`config.mk`:
```
export PLATFORM = sky130hd
export DESIGN_NAME = pmem_initiator
export DESIGN_NICKNAME = d
export VERILOG_FILES = /design/src/rtl/pmem_initiator.sv
export SDC_FILE = /design/constraint.sdc
export NUM_CORES = 1
export LEC_CHECK = 0
export ABC_AREA = 0
export BUFFER_PORTS_ARGS = -buffer_cell sky130_fd_sc_hd__buf_2
export CAP_MARGIN = 40
export CELL_PAD_IN_SITES_DETAIL_PLACEMENT = 1
export CELL_PAD_IN_SITES_GLOBAL_PLACEMENT = 1
export CORE_MARGIN = 1.5
export CORE_UTILIZATION = 39
export DETAILED_ROUTE_END_ITERATION = 7
export PLACE_DENSITY = 0.89
export SYNTH_ARGS = -nofsm -noshare
export SYNTH_HDL_FRONTEND = slang
export SYNTH_SLANG_ARGS = --single-unit
```
`constraint.sdc`:
```
create_clock -name clock -period 2.6 [get_ports clock]
set_clock_uncertainty 0.1 [all_clocks]
set_input_delay 0.13 -clock clock [delete_from_list [all_inputs] [get_ports clock]]
set_output_delay 0.13 -clock clock [all_outputs]
set_load 0.02 [all_outputs]
```
`src/rtl/pmem_initiator.sv`:
```
// Byte-serial memory initiator: turns one byte/word read/write request into one
// or two memory beats, with a per-beat wait timeout. All outputs are registered.
module pmem_initiator #(
  parameter int unsigned TIMEOUT = 15
) (
  input  logic        clock,
  input  logic        reset,
  input  logic        req,
  input  logic        req_write,
  input  logic        req_data,
  input  logic        req_word,
  input  logic [7:0]  req_addr,
  input  logic [15:0] req_wdata,
  output logic        busy,
  output logic        ack,
  output logic [15:0] rdata,
  output logic        err,
  output logic        mem_select,
  output logic [7:0]  mem_addr,
  output logic [7:0]  mem_wdata,
  output logic        mem_type_data,
  output logic        mem_write,
  input  logic [7:0]  mem_rdata,
  input  logic        mem_ready
);

  localparam logic [7:0] TIMEOUT_CNT = 8'(TIMEOUT);

  typedef enum logic [1:0] {IDLE, ACCESS, GAP, DONE} state_t;

  state_t      state, state_n;
  logic        beat, beat_n;
  logic [7:0]  cnt, cnt_n;
  logic        lat_write, lat_write_n;
  logic        lat_data, lat_data_n;
  logic        lat_word, lat_word_n;
  logic [7:0]  lat_addr, lat_addr_n;
  logic [15:0] lat_wdata, lat_wdata_n;
  logic [15:0] rdata_n;
  logic        err_n;

  always_comb begin
    state_n     = state;
    beat_n      = beat;
    cnt_n       = cnt;
    lat_write_n = lat_write;
    lat_data_n  = lat_data;
    lat_word_n  = lat_word;
    lat_addr_n  = lat_addr;
    lat_wdata_n = lat_wdata;
    rdata_n     = rdata;
    err_n       = err;
    case (state)
      IDLE: begin
        if (req) begin
          lat_write_n = req_write;
          lat_data_n  = req_data;
          lat_word_n  = req_word;
          lat_addr_n  = req_addr;
          lat_wdata_n = req_wdata;
          beat_n      = 1'b0;
          cnt_n       = '0;
          rdata_n     = '0;
          err_n       = 1'b0;
          state_n     = ACCESS;
        end
      end
      ACCESS: begin
        if (mem_ready) begin
          if (!lat_write) begin
            if (beat) rdata_n[15:8] = mem_rdata;
            else      rdata_n[7:0]  = mem_rdata;
          end
          state_n = (lat_word && !beat) ? GAP : DONE;
        end else begin
          cnt_n = cnt + 8'd1;
          if (cnt_n == TIMEOUT_CNT) begin
            err_n   = 1'b1;
            state_n = DONE;
          end
        end
      end
      GAP: begin
        beat_n  = 1'b1;
        cnt_n   = '0;
        state_n = ACCESS;
      end
      DONE: begin
        err_n   = 1'b0;
        state_n = IDLE;
      end
      default: state_n = IDLE;
    endcase
  end

  // Memory-side outputs are derived from the next-state values so they change
  // on the same edge as the state, keeping every output a plain flop.
  always_ff @(posedge clock) begin
    if (reset) begin
      state         <= IDLE;
      beat          <= 1'b0;
      cnt           <= '0;
      lat_write     <= 1'b0;
      lat_data      <= 1'b0;
      lat_word      <= 1'b0;
      lat_addr      <= '0;
      lat_wdata     <= '0;
      rdata         <= '0;
      err           <= 1'b0;
      busy          <= 1'b0;
      ack           <= 1'b0;
      mem_select    <= 1'b0;
      mem_addr      <= '0;
      mem_wdata     <= '0;
      mem_type_data <= 1'b0;
      mem_write     <= 1'b0;
    end else begin
      state         <= state_n;
      beat          <= beat_n;
      cnt           <= cnt_n;
      lat_write     <= lat_write_n;
      lat_data      <= lat_data_n;
      lat_word      <= lat_word_n;
      lat_addr      <= lat_addr_n;
      lat_wdata     <= lat_wdata_n;
      rdata         <= rdata_n;
      err           <= err_n;
      busy          <= (state_n != IDLE);
      ack           <= (state_n == DONE);
      mem_select    <= (state_n == ACCESS);
      mem_addr      <= lat_addr_n + {7'd0, beat_n};
      mem_wdata     <= beat_n ? lat_wdata_n[15:8] : lat_wdata_n[7:0];
      mem_type_data <= lat_data_n;
      mem_write     <= (state_n == ACCESS) && lat_write_n;
    end
  end

endmodule
```
After elaboration in Yosys (flattened, before gate mapping)
Cells that the tools add are included.
- add/sub/neg operators: 2
- equality and inequality tests: 13
- muxes and demuxes: 27
- reduce and logical (&&, ||, !) cells: 13
- operators with widths (cell ; number):
    $mux 16 ; 5
    $mux 8 ; 7
    $pmux 16 s2 ; 1
    $pmux 8 s3 ; 1
    $ne 2x2->1 const B ; 7
    $reduce_and 5->1 ; 2
    $add 8x1->8 ; 1
    $add 8x1->8 const B ; 1
    $eq 8x4->1 const B ; 1
    $pmux 2 s4 ; 1
    $mux 1 ; 7
    $eq 2x2->1 const B ; 3
    $mux 2 ; 3
    $reduce_bool 3->1 ; 2
    $eq 2x1->1 const B ; 2
    $reduce_and 4->1 ; 1
    $reduce_bool 2->1 ; 2
    $pmux 1 s3 ; 1
    $reduce_and 3->1 ; 1
    $logic_and 1x1->1 ; 2
    $logic_not 2->1 ; 1
    $pmux 1 s2 ; 1
    $reduce_and 2->1 ; 1
    $logic_not 1->1 ; 1
- register bits: 75
- input port bits: 39
- output and inout port bits: 38

Depth between registers and ports, before layout
Gate-level depths: netlist of run 1.
- depth in word-level cells: 7
- gate-level depth with buffers: 13
- depth with buffers taken out: 10

Worst setup path after synthesis of run 1
No wires, ideal clock.
- path kind: reg2reg
- start point: register state[1]
- end point: register mem_addr[6]
- setup time: 0.128 ns
- data arrival time: 2.101 ns
- setup slack: 0.272 ns
- stages on the path, launching flop included: 14
- buffers on the path: 3
- period minus slack after synthesis: 2.328 ns
- cells stage by stage: dfxtp_1 -> inv_1 -> ha_1 -> and2_1 -> clkbuf_1 -> buf_2 -> buf_4 -> nand2_1 -> nand2_1 -> ha_1 -> ha_1 -> nand3_1 -> xnor2_1 -> nor2_1
- longest elaborated chain between the ends: 3
- elaborated cells on any way between the ends: 5
- those cells by class: 1 x add/sub; 1 x eq/ne; 2 x mux; 1 x reduce/logical
- RTL lines (item ; line ; source):
    from (decl) ; 31 ; state_t state, state_n;
    from (signal assigned) ; 118 ; state <= state_n;
    $logic_not 2->1 ; 53 ; case (state)
    $mux 8 ; 53 ;
    net lat_addr_n[0] ; 37 ; logic [7:0] lat_addr, lat_addr_n;
    $add 8x1->8 ; 131 ; mem_addr <= lat_addr_n + {7'd0, beat_n};
    to (signal assigned) ; 131 ;
    to (decl) ; 19 ; output logic [7:0] mem_addr,
The timed path passes the listed nets, and every way through them passes these cells.
A chain may end at the register's enable or synchronous reset.

Worst setup path after layout of run 1
- start point: register state[1]
- end point: register mem_wdata[6]
- longest elaborated chain between the ends: 3
- elaborated cells on any way between the ends: 5
- those cells by class: 1 x eq/ne; 3 x mux; 1 x reduce/logical
- RTL lines (item ; line ; source):
    $eq 2x2->1 or $logic_not 2->1 (tied branches) ; 53 ;
    $pmux 1 s2 or $mux 16 (tied branches) ; 53 ;
    $mux 8 (*) ; 132 ; mem_wdata <= beat_n ? lat_wdata_n[15:8] : lat_wdata_n[7:0];
    to (signal assigned) ; 132 ;
    to (decl) ; 20 ; output logic [7:0] mem_wdata,
Every way passes the cells marked *; elsewhere a longest branch is shown, timed or not.

==> results of run 1 <==
[metrics by stage]
step                      power, W  setup slack (ns)
after global placement     0.00243             0.490
final                      0.00344             0.244
after global routing       0.00362            0.0249
after CTS                  0.00343             0.245
after detailed placement   0.00247             0.299
after floorplan            0.00214             0.272
[synthesized netlist by cell type (all sizes together), types with 2 or more instances]
cell	n
nor4	3
a21o	2
dfxtp	75
clkbuf	10
a21oi	33
nand4	6
xnor2	7
and3	2
a211oi	4
nor2b	5
or3	3
xor2	3
inv	6
nor3	5
ha	7
mux2i	30
nand3	6
buf	8
o21ai	9
nand2	45
nor2	61
and2	9
nand3b	4
[worst max path at each step]
stage | end | slack [ns] | cells past startpoint
final | mem_wdata[6] | 0.24 | 8
after detailed placement | mem_wdata[6] | 0.30 | 8
after global routing | mem_wdata[6] | 0.02 | 8
after CTS | mem_wdata[6] | 0.24 | 8
after global placement | rdata[5] | 0.49 | 8
after floorplan | mem_addr[6] | 0.27 | 13
[power by group through the flow]
stage / clock [W] / sequential (W) / combinational [W]
after global placement: 0 / 0.00139 / 0.00104
after floorplan: 0 / 0.00149 / 0.000648
final: 0.000945 / 0.00137 / 0.00112
after global routing: 0.00102 / 0.00139 / 0.00122
after CTS: 0.000955 / 0.00137 / 0.00111
after detailed placement: 0 / 0.00139 / 0.00108
[flip-flops by register name, summed over array words and instances (netlist names), 2 cells and up]
signal,cells
cnt,8
mem_addr,8
rdata,16
lat_wdata,16
state,2
lat_addr,8
mem_wdata,8
[what timing repair did]
action / CTS / global route
endpoints found under the setup margin: 0 / 6
endpoints found under the hold margin: 24 / 0
hold buffers: 22 / 0
setup buffers: 0 / 0
resized for setup: 0 / 1
[layout make-up]
| type | count | area [µm²] |
|---|---|---|
| Sequential cell | 75 | 1500 |
| Timing Repair Buffer | 108 | 676 |
| Tap cell | 102 | 128 |
| Fill cell | 938 | 3670 |
| Clock buffer | 9 | 124 |
| Clock inverter | 7 | 82.6 |
| Inverter | 6 | 22.5 |
| Multi-Input combinational cell | 252 | 1520 |
[worst reg2reg max path, cell delays in order, from the launching register on]
cell and delay [ns]:
dfxtp_1 0.40, inv_1 0.11, ha_1 0.21, nand2_1 0.25, a21o_1 0.25, buf_4 0.17, nor2b_2 0.38, nor2_1 0.12
a21oi_1 0.27
[layer usage]
metal / wire (µm) / part of all wire / track usage / vias to the layer above
met1: 3700 / 0.42 / 0.243 / 1352
met5: 0 / 0 / 0 / -
li1: - / - / - / 1383
met2: 4680 / 0.53 / 0.400 / 59
met4: 144 / 0.016 / 0.0962 / 0
met3: 336 / 0.038 / 0.0361 / 13
[logic make-up (layout without fill, tap and decap cells)]
| family | after synthesis | count (layout) | share of synthesized area |
|---|---|---|---|
| AO/OA/AOI/OAI | 53 | 53 | 0.102 |
| XOR/XNOR | 10 | 10 | 0.0280 |
| adder cells (fa/ha/maj) | 7 | 7 | 0.0280 |
| buffers and inverters | 24 | 130 | 0.0340 |
| flip-flops | 75 | 75 | 0.480 |
| multiplexers | 30 | 30 | 0.0960 |
| AND/OR/NAND/NOR | 152 | 152 | 0.232 |
==> flow_summary.json, run 1 <==
{
  "vias": 2807,
  "slew_headroom": 0.406,
  "grt-ovfl-total": 0,
  "clockBufferDepth": 2,
  "drive_above_1_share": 0.252,
  "grt_pass1_vias": 3005,
  "placedCellCount": 521,
  "whs_ns": 0.00598,
  "synth-seq-area-share": 0.480,
  "crit_chain": "inv_1, ha_1, nand2_1, a21o_1, buf_4, nor2b_2, nor2_1, a21oi_1",
  "ys_seq_elements": 75,
  "crit_family": "simple AND/OR/NAND/NOR gates",
  "nNetsFinal": 498,
  "cts_tree": "yes",
  "synth-edff-count": 0,
  "drt-initial-drc-count": 79,
  "die_y_um": 92.6,
  "insertion_delay_ns": 0.37,
  "design.portCount": 77,
  "postRouteAntennaNets": 0,
  "pwr-share-comb": 0.326,
  "tightest_slew_ns": 0.888,
  "die_width_um": 92.6,
  "grt_pass1_wl_mm": 14.4,
  "hold_start": "req_addr[6]",
  "initial_core_util": 0.405,
  "place_area_mm2": 0.00363,
  "synth.distinct_cells": 40,
  "synth_nets": 397,
  "hold_viol": 0,
  "peakVddDrop_mv": 0.400,
  "hpwl_mm": 5.86,
  "startpoint_type": "register",
  "min_period_over_period": 0.906,
  "cp.required_ns": 2.77,
  "reg2reg_depth": 8,
  "cts_made_buffers": 9,
  "drc_errors": 0,
  "n_antenna_cell": 0,
  "yosys_warnings": 0,
  "avgSynthCellArea_um2": 8.91,
  "critical_path_buf_inv_count": 2,
  "switchingPower_w": 0.00124,
  "grt_antenna_before_repair": 0,
  "pwr-share-clk": 0.275,
  "htreeDepth": 3,
  "cp-end-kind": "register",
  "gp_congestion": 0.790,
  "port_buffers": 76,
  "critPathMaxStageDelay_ns": 0.40,
  "r2r-end": "mem_wdata[6]",
  "fin_util": 0.525,
  "ys.flop_type": "dfxtp_1",
  "p_int_w": 0.00219,
  "final_common_cell": "buf_2",
  "netlist_instances": 351,
  "viasPerCell": 5.02,
  "ff2ff_setup_slack_ns": 0.24,
  "yosys-top-cells-area": "dfxtp_1 48%, mux2i_1 9.6%, nor2_1 7.3%",
  "outcome": "finished clean",
  "area_delta_synth_final_pct": 29.7,
  "drv_slew": 0,
  "seqPwrFrac": 0.399,
  "critPathKind": "register to register",
  "row_count": 32,
  "wirelength_mm": 8.86,
  "yosysTopAreaCell": "dfxtp_1",
  "p_leak_nw": 1.82,
  "cts_num_sinks": 75,
  "core_area_mm2": 0.00773,
  "reg2reg_from": "state[1]",
  "swShare": 0.362,
  "grt_max_degree": 52,
  "post-route-min-period_ns": 2.36,
  "setup_viol_count_final": 0,
  "min_path_type": "input port to register",
  "cp_slowest_cell": "dfxtp_1",
  "fin_cells": 559,
  "clock.fmax_mhz": 424,
  "synth_top_area_share": 0.480,
  "cap_violations": 0,
  "wl_per_cell_um": 15.9,
  "final_area_mm2": 0.00406,
  "grtUsageTotal": 0.217,
  "cts_root_buf": "clkbuf_8",
  "powerDensity_mw_per_mm2": 847,
  "syn-cell-area_mm2": 0.00313,
  "fin_tns_setup_ns": 0,
  "crit_path_start": "state[1]",
  "die_area_mm2": 0.00857,
  "first_pass_iters": 5,
  "async_reset_ff_frac": 0,
  "rsz0062_at_grt": "false",
  "worstPathMaxFanout": 9,
  "whs_path_depth": 3,
  "cts.clk_slew.worst_paths_ns": 0.11,
  "worstHoldEndpoint": "lat_addr[6]",
  "arrival_ns": 2.53,
  "final_cell_mix": "76 x buf_2, 75 x dfxtp_1, 61 x nor2_1, 45 x nand2_1"
}
No activity file was read; power rests on OpenSTA's default activity.
==> run 2, diff against run 1 <==
--- a/config.mk
+++ b/config.mk
@@ -12,6 +12,7 @@
 export CELL_PAD_IN_SITES_GLOBAL_PLACEMENT = 1
 export CORE_MARGIN = 1.5
 export CORE_UTILIZATION = 39
+export CTS_CLUSTER_SIZE = 30
 export DETAILED_ROUTE_END_ITERATION = 7
 export PLACE_DENSITY = 0.89
 export SYNTH_ARGS = -nofsm -noshare
==> constraint.sdc (replaced) <==
create_clock -name clock -period 2.6 [get_ports clock]
set_clock_uncertainty 0.1 [all_clocks]
set_input_delay 0.52 -clock clock [delete_from_list [all_inputs] [get_ports clock]]
set_output_delay 0.52 -clock clock [all_outputs]
set_load 0.02 [all_outputs]
==> run 2 against run 1 <==
Register-to-register slack got worse by 0.04 ns. Die area unchanged. Critical path depth is 1 lower. Critical endpoint is now state[1]. Sequential power is essentially flat.
==> flow_summary.json, run 2 (synthesis results as in run 1) <==
{
  "drc_errors": 0,
  "crit_chain": "inv_1, ha_1, buf_4, or2b_2, o32ai_1, inv_1, a21oi_1",
  "fin_util": 0.500,
  "outcome": "finished clean",
  "cap_violations": 0,
  "area_delta_synth_final_pct": 23.6,
  "place_area_mm2": 0.00363,
  "die_y_um": 92.6,
  "vias": 2696,
  "fin_cells": 536,
  "ff2ff_setup_slack_ns": 0.21,
  "grt_max_degree": 28,
  "drt-initial-drc-count": 107,
  "placedCellCount": 521,
  "drv_slew": 0,
  "critPathKind": "register to register",
  "drive_above_1_share": 0.260,
  "final_common_cell": "buf_2",
  "powerDensity_mw_per_mm2": 907,
  "first_pass_iters": 4,
  "grt_pass1_wl_mm": 12.9,
  "nFillCells": 940,
  "htreeDepth": 3,
  "viasPerCell": 5.03,
  "tightest_slew_ns": 0.898,
  "regArea_mm2": 0.00150,
  "whs_path_depth": 3,
  "hold_viol": 0,
  "arrival_ns": 2.56,
  "final_cell_mix": "76 x buf_2, 75 x dfxtp_1, 61 x nor2_1, 45 x nand2_1",
  "swShare": 0.331,
  "setup_viol_count_final": 0,
  "grt_antenna_before_repair": 0,
  "n_antenna_cell": 0,
  "nNetsFinal": 476,
  "port_buffers": 76,
  "worstPathMaxFanout": 8,
  "worstHoldEndpoint": "lat_data",
  "clockBufferDepth": 2,
  "seqPwrFrac": 0.390,
  "min_path_type": "input port to register",
  "pwr-share-comb": 0.305,
  "p_int_w": 0.00235,
  "post-route-min-period_ns": 2.39,
  "reg2reg_from": "state[1]",
  "cp.required_ns": 2.77,
  "insertion_delay_ns": 0.35,
  "cp-end-kind": "register",
  "r2r-end": "state[1]",
  "grt_pass1_vias": 2759,
  "design.portCount": 77,
  "cts_made_buffers": 9,
  "gp_congestion": 0.818,
  "cts_root_buf": "clkbuf_8",
  "reg2reg_depth": 7,
  "hold_start": "req_data",
  "ctsHoldBuffers": 0,
  "pwr-share-clk": 0.305,
  "critPathMaxStageDelay_ns": 0.47,
  "grtUsageTotal": 0.193,
  "fin_tns_setup_ns": 0,
  "cts.clk_slew.worst_paths_ns": 0.08,
  "cts_num_sinks": 75,
  "postRouteAntennaNets": 0,
  "crit_path_frequent_cell": "inv_1",
  "hpwl_mm": 5.78,
  "slew_headroom": 0.399,
  "cts_resized": 0,
  "clock.fmax_mhz": 418,
  "final_area_mm2": 0.00387,
  "postCtsSetupRepairBufs": 0,
  "largestRegisters": "lat_wdata (16), rdata (16)",
  "die_width_um": 92.6,
  "startpoint_type": "register",
  "peakVddDrop_mv": 0.388,
  "p_leak_nw": 1.74,
  "grt-ovfl-total": 0,
  "core_area_mm2": 0.00773,
  "rsz0062_at_grt": "false",
  "whs_ns": 0.314,
  "cts_tree": "yes",
  "cp_slowest_cell": "o32ai_1",
  "die_area_mm2": 0.00857,
  "initial_core_util": 0.405,
  "multi_input_area_mm2": 0.00152,
  "row_count": 32,
  "min_period_over_period": 0.920,
  "wl_per_cell_um": 14.6,
  "wirelength_mm": 7.82,
  "switchingPower_w": 0.00116
}
==> run 2: final cells by class <==
class,count,area share
multi-input cells,252,0.393
flip-flops and latches,75,0.388
repair buffers,86,0.118
well taps,102,0.0330
clock buffers,9,0.0320
clock inverters,6,0.0298
inverters,6,0.00583
==> run 2: per-stage QoR <==
stage	setup WS, ns	total power, W
after global placement	0.439	0.00242
final	0.208	0.00351
after CTS	0.253	0.00355
after detailed placement	0.269	0.00247
after global routing	0.0622	0.00371
after floorplan	0.242	0.00214
==> run 2: per-layer routing <==
| layer | vias up | GRT usage | wire [µm] |
|---|---|---|---|
| met5 | - | 0 | 0 |
| met2 | 58 | 0.338 | 3930 |
| met3 | 15 | 0.0468 | 333 |
| met4 | 0 | 0.0718 | 149 |
| li1 | 1336 | - | - |
| met1 | 1287 | 0.226 | 3410 |
==> run 2: power by group through the flow <==
| stage | logic, W | registers, W | clock network [W] |
|---|---|---|---|
| after floorplan | 0.000648 | 0.00149 | 0 |
| after global placement | 0.00103 | 0.00139 | 0 |
| after global routing | 0.00117 | 0.00138 | 0.00115 |
| final | 0.00107 | 0.00137 | 0.00107 |
| after detailed placement | 0.00107 | 0.00140 | 0 |
| after CTS | 0.00108 | 0.00137 | 0.00110 |
==> run 2: worst max-delay path, delay by kind of cell, from the launching register on <==
kind            cells  cell delay [ns]
compound gates      2             0.67
buf+inv             3             0.52
flops               1             0.35
simple gates        1             0.35
fa+ha+maj           1             0.34
==> run 2: how the worst max path moves through the flow <==
stage	end	slack, ns	from	depth (start not counted)
CTS	state[1]	0.25	state[1]	7
floorplan	mem_addr[6]	0.24	req	12
global placement	rdata[1]	0.44	state[0]	8
global route	state[1]	0.06	state[1]	7
finish	state[1]	0.21	state[1]	7
detailed placement	state[1]	0.27	state[0]	7
